==> src/rtl/cic_decimator.sv <==
// Purpose: N-stage, CH-channel CIC decimator (integrate at input rate, comb at rate/R).
// Latency: R-th sample of a block sampled at edge c -> o_valid strobes in cycle c+N+1.
// Backpressure: none; i_valid may be high every cycle, gaps stall only the integrators.
module cic_decimator #(
    parameter int IW = 19,
    parameter int N  = 3,
    parameter int R  = 16,
    parameter int M  = 1,
    parameter int CH = 2,
    parameter int GW = IW + N * $clog2(R * M),
    parameter int OW = GW
) (
    input  logic               lr_clock,
    input  logic               i_reset_n,
    input  logic               i_valid,
    input  logic [CH*IW-1:0]   i_data,
    output logic               o_valid,
    output logic [CH*OW-1:0]   o_data
);

    localparam int PW = $clog2(R);
    localparam logic [PW-1:0] LAST = PW'(R - 1);

    typedef logic [GW-1:0] acc_t;

    // Integrator registers, decimation register, comb results and comb delay lines.
    acc_t integ     [CH][N];
    acc_t integ_nxt [CH][N];
    acc_t x_ext     [CH];
    acc_t dec_r     [CH];
    acc_t comb_r    [CH][N];
    acc_t comb_in   [CH][N];
    acc_t dly       [CH][N][M];

    // tok[0]: decimation register holds a fresh value; tok[k]: comb stage k output is fresh.
    logic [N:0]    tok;
    logic [PW-1:0] phase;
    logic          accept_last;

    assign accept_last = i_valid && (phase == LAST);

    // Sign extension, next integrator values (register form) and comb stage inputs.
    always_comb begin
        for (int c = 0; c < CH; c++) begin
            x_ext[c] = {{(GW-IW){i_data[c*IW+IW-1]}}, i_data[c*IW +: IW]};
            integ_nxt[c][0] = integ[c][0] + x_ext[c];
            comb_in[c][0]   = dec_r[c];
            for (int k = 1; k < N; k++) begin
                integ_nxt[c][k] = integ[c][k] + integ[c][k-1];
                comb_in[c][k]   = comb_r[c][k-1];
            end
        end
    end

    // Integrators advance only on accepted samples; wrap-around is intentional.
    always_ff @(posedge lr_clock or negedge i_reset_n) begin
        if (!i_reset_n) begin
            for (int c = 0; c < CH; c++)
                for (int k = 0; k < N; k++)
                    integ[c][k] <= '0;
        end else if (i_valid) begin
            for (int c = 0; c < CH; c++)
                for (int k = 0; k < N; k++)
                    integ[c][k] <= integ_nxt[c][k];
        end
    end

    // Phase counter; on the last sample of a block capture the new last-integrator value.
    always_ff @(posedge lr_clock or negedge i_reset_n) begin
        if (!i_reset_n) begin
            phase  <= '0;
            tok[0] <= 1'b0;
            for (int c = 0; c < CH; c++)
                dec_r[c] <= '0;
        end else begin
            tok[0] <= accept_last;
            if (i_valid)
                phase <= (phase == LAST) ? '0 : phase + 1'b1;
            if (accept_last)
                for (int c = 0; c < CH; c++)
                    dec_r[c] <= integ_nxt[c][N-1];
        end
    end

    // Comb pipeline: each stage fires only when the token passes it, then shifts its delay line.
    always_ff @(posedge lr_clock or negedge i_reset_n) begin
        if (!i_reset_n) begin
            tok[N:1] <= '0;
            for (int c = 0; c < CH; c++)
                for (int k = 0; k < N; k++) begin
                    comb_r[c][k] <= '0;
                    for (int j = 0; j < M; j++)
                        dly[c][k][j] <= '0;
                end
        end else begin
            tok[N:1] <= tok[N-1:0];
            for (int c = 0; c < CH; c++)
                for (int k = 0; k < N; k++)
                    if (tok[k]) begin
                        comb_r[c][k] <= comb_in[c][k] - dly[c][k][M-1];
                        dly[c][k][0] <= comb_in[c][k];
                        for (int j = 1; j < M; j++)
                            dly[c][k][j] <= dly[c][k][j-1];
                    end
        end
    end

    assign o_valid = tok[N];

    // Output keeps the top OW bits of the last comb stage (truncation toward -inf).
    for (genvar c = 0; c < CH; c++) begin : g_out
        assign o_data[c*OW +: OW] = comb_r[c][N-1][GW-1 -: OW];
    end

endmodule

==> config.mk <==
export PLATFORM = sky130hd
export DESIGN_NAME = cic_decimator
export DESIGN_NICKNAME = d
export VERILOG_FILES = /design/src/rtl/cic_decimator.sv
export SDC_FILE = /design/constraint.sdc
export NUM_CORES = 2
export LEC_CHECK = 0
export CAP_MARGIN = 30
export CORE_UTILIZATION = 65
export CTS_CLUSTER_DIAMETER = 50
export CTS_CLUSTER_SIZE = 20
export DETAILED_ROUTE_END_ITERATION = 12
export GPL_TIMING_DRIVEN = 0
export MAX_ROUTING_LAYER = met4
export PLACE_DENSITY = 0.92
export SETUP_SLACK_MARGIN = 0.02
export SYNTH_ARGS = -nofsm -noshare
export SYNTH_HDL_FRONTEND = slang
export SYNTH_SLANG_ARGS = --single-unit
export TNS_END_PERCENT = 30
==> constraint.sdc <==
create_clock -name lr_clock -period 5.8 [get_ports lr_clock]
set_clock_uncertainty 0.15 [all_clocks]
set_input_delay 1.45 -clock lr_clock [delete_from_list [all_inputs] [get_ports lr_clock]]
set_output_delay 1.45 -clock lr_clock [all_outputs]
set_load 0.005 [all_outputs]
# [Word-level counts from Yosys, hierarchy flattened]
# Index checks and enable logic that the tools add are counted.
[totals] inputBits=41 word_cells=39 regBits=628 out_inout_bits=63
[op_classes] addsub=13 n_mux=1 n_eq_ne=1 reduce_logical=1
[op_table] operator="31-bit adder" n=6
[op_table] operator="31-bit subtractor" n=6
[op_table] operator="4-bit by 1-bit adder with 4-bit output, second input constant" n=1
[op_table] operator="4-bit == test, second input constant" n=1
[op_table] operator="4-bit two-way mux" n=1
[op_table] operator="1-bit logical AND" n=1

# [Logic depth before layout (Yosys ltp)]
[logic_depth] word_depth=2 ltp_mapped=15 mapped_depth_nobuf=14

# [Worst setup path before layout]
# Ideal clock, no wire load.
[synth_path] kind="input to register" start="input port i_data[19]" end="register integ[92] (netlist name)" setup_slack_ns=1.322 path_stages=13 setup_ns=0.079 path_buffers=0 arrival_time_ns=4.249 t_required_ns=5.571 cell_sequence="ha_1 > fa_1 > a21o_1 > a41oi_1 > a31oi_1 > o2111ai_1 > nand4_1 > a311oi_1 > o21ai_1 > a311oi_1 > o21ai_0 > a21oi_1 > xor2_1"
[synth_between] elab_chain_cells=1
[synth_rtl] element="from (decl)" line_no="16" rtl="input logic [CH*IW-1:0] i_data,"
[synth_rtl] element="31-bit adder" line_no="46" rtl="integ_nxt[c][0] = integ[c][0] + x_ext[c];"
[synth_rtl] element="to (signal, indexed assignment)" line_no="64" rtl="integ[c][k] <= integ_nxt[c][k];"
[synth_rtl] element="to (decl)" line_no="27" rtl="acc_t integ [CH][N];"
# No other way between the ends.
# A chain may end at the register's enable or synchronous reset.

# [Final worst setup path]
# Same ends and word-level chain as after synthesis.

==> reports/qor.yml <==
rows: 90
start_util_pct: 66.40
ys_seq_area_share_pct: 38.92
grt_pass1_vias: 31840
clock_sinks: 628
hpwl_mm: 68.71
finalSetupViolations: 0
worst_slew_pin_slew_ns: 0.9901
status: "finished clean"
drtPass1Iterations: 6
synth_warnings: 0
seq_area_um2: 15720
clk_pin_slew_ns: 0.08
clk-insertion-delay-late_ns: 0.65
yosysUniqueCellTypes: 90
core_area_um2: 60810
hp-start: "tok[0]"
io_pins: 104
rr_worst_depth: 13
antenna_found_initial: 0
grt_start_max_net_pins: 128
vias: 32300
syn_area_um2: 40380
drv_cap: 0
rsz0062_at_grt: "no"
fill_cells: 4004
synth_nets: 4629
clock_path_buffers: 3
numCtsBuffers: 58
hold_viol: 0
holdCritPathClass: "reg -> reg"
cts-hold-fix-buffers: 0
n_antenna_cell: 0
fin_setup_tns_ns: 0
netlist_instances: 4215
rr_startpoint: "integ[62]"
crit_type: "in -> reg"
io_buffers: 103
synthToLayoutAreaGrowth_pct: 10.59
drc_errors: 0
drv_slew: 0
die_w_um: 251.2
synth_edf_count: 0
grt-ovfl-total: 0
cp-start-kind: "input port"
clock-root-buffer: "clkbuf_16"
wire_per_inst_um: 18.26
dieArea_um2: 63120
drt-total-wl_mm: 95.18
finish.net_count: 4797
drtIter0Drc: 2500
htreeDepth: 2
antenna_left: 0
syn_avg_cell_area_um2: 9.579
yosys_most_used_dff: "dfrtp_1"
post-route-period-util_pct: 88.14
multiInputGateArea_um2: 23120
chipHeight_um: 251.2
grt.total_usage_pct: 31.07
path_max_fanout: 4
final_layout_size_suffix_gt1_share_pct: 9.907
slew_headroom_pct: 34.00
cp.required_ns: 6.23
synthArstFlopShare_pct: 100.0
timing.fmax_mhz: 195.6
grt_first_pass_wirelength_mm: 157.7
avgViaCountPerCell: 6.196
whs_path_depth: 0
gp_congestion: 0.9341
critPathArrivalTime_ns: 5.54
crit_start: "i_data[19]"
cts_setup_buffers: 0
synth-seq-cells: 628
min_period_ns: 5.112
cts_tree: "done"
cp-end-kind: "flip-flop"
ctsResizeCount: 0
==> worst paths after layout <==
path / to / slack [ns]
worst max register to register: integ[92] / 1.54
max in group asynchronous: o_data[19] / 2.77
min in group asynchronous: integ[75] / 0.59
worst min-delay path: tok[1] / 0.23
worst max-delay path: integ[92] / 0.69
worst min register to register: tok[1] / 0.23
==> cell usage after synthesis (36+ instances only) <==
master	count	area, um^2
ha_1	361	4517
nand2_1	430	1614
dfrtp_1	628	15720
xor2_1	97	849.6
a21oi_1	308	1541
a31oi_1	38	237.7
o21a_1	44	330.3
nand3_1	55	275.3
and3_1	36	225.2
mux2_2	295	3322
nor2b_1	57	356.6
clkbuf_1	114	427.9
o21ai_0	379	1897
o21bai_1	41	307.8
inv_1	271	1017
nor2_1	166	623.1
nand2b_1	40	250.2
xnor2_1	231	2023
a21o_1	205	1539
==> flip-flops by register name, summed over array words and instances (netlist names) <==
name / cells
o_data: 62
phase: 4
o_valid: 1
tok: 3
dly: 186
comb_in: 186
integ: 186
==> final cells by class <==
type                            instances  share of cell area, %
Clock inverter                         43                  1.258
Sequential cell                       628                  35.19
Buffer                                134                  1.163
Tap cell                              782                  2.191
Multi-Input combinational cell       3180                  51.77
Clock buffer                           65                  3.497
Timing Repair Buffer                  108                  2.628
Inverter                              273                  2.295
==> worst max-delay path: stages <==
cell             delay (ns)
clkdlybuf4s50_1        0.45
ha_1                   0.27
fa_1                   0.42
a21o_1                 0.26
a41oi_1                0.31
a31oi_1                0.21
o2111ai_1              0.41
nand4_1                0.20
a311oi_1               0.46
o21ai_1                0.23
a311oi_1               0.37
o21ai_0                0.15
a21oi_1                0.19
xor2_1                 0.16
==> kinds of logic (layout without fill, tap and decap cells) <==
logic type | Yosys count | after routing | share of synthesized area [%]
xor gates and xnor gates | 328 | 328 | 7.115
and+or+nand+nor | 916 | 916 | 10.38
adders and majority gates | 373 | 373 | 11.78
muxes | 308 | 308 | 8.562
AOI/OAI and AO/OA | 1255 | 1255 | 19.41
DFF | 628 | 628 | 38.92
buffers and inverters | 407 | 623 | 3.824
==> routing by layer <==
layer | part of all wire, % | global-route usage [%] | vias to the layer above
met5 | 0 | - | -
met4 | 3.6 | 11.92 | 0
met3 | 5.0 | 2.930 | 248
met2 | 49 | 51.68 | 1063
met1 | 43 | 39.44 | 15620
li1 | - | - | 15370
==> per-stage QoR <==
stage          area (um^2)  setup WS (ns)  cells  utilization (%)  hold WS, ns
3_3_place_gp         42390         -23.82   5100            69.70       0.2061
3_5_place_dp         42530         0.1497   5105            69.94       0.2120
2_1_floorplan        40380          1.322   4215                -       0.2019
5_1_grt              44650         0.4986   5213            73.43       0.2418
6_report             44650         0.6878   5213            73.43       0.2296
4_1_cts              44650         0.7778   5213            73.43       0.2328
==> placed cells by master, fill, tap and decap left out, types with 16 or more instances in the layout <==
| master | n |
|---|---|
| a211oi_1 | 26 |
| a21o_1 | 205 |
| a21oi_1 | 308 |
| a31oi_1 | 38 |
| and3_1 | 36 |
| buf_1 | 16 |
| clkbuf_1 | 116 |
| clkbuf_16 | 61 |
| clkdlybuf4s50_1 | 102 |
| dfrtp_1 | 628 |
| ha_1 | 361 |
| inv_1 | 271 |
| mux2_2 | 295 |
| nand2_1 | 430 |
| nand2b_1 | 40 |
| nand3_1 | 55 |
| nand4_1 | 27 |
| nor2_1 | 166 |
| nor2b_1 | 57 |
| nor3_1 | 31 |
| o211ai_1 | 21 |
| o21a_1 | 44 |
| o21ai_0 | 379 |
| o21ai_1 | 31 |
| o21bai_1 | 41 |
| o31ai_1 | 20 |
| or3_1 | 18 |
| xnor2_1 | 231 |
| xor2_1 | 97 |
Power is left out: the tool's default activity adds up to more than one toggle a clock period on the data nets, which glitch-free logic cannot reach.
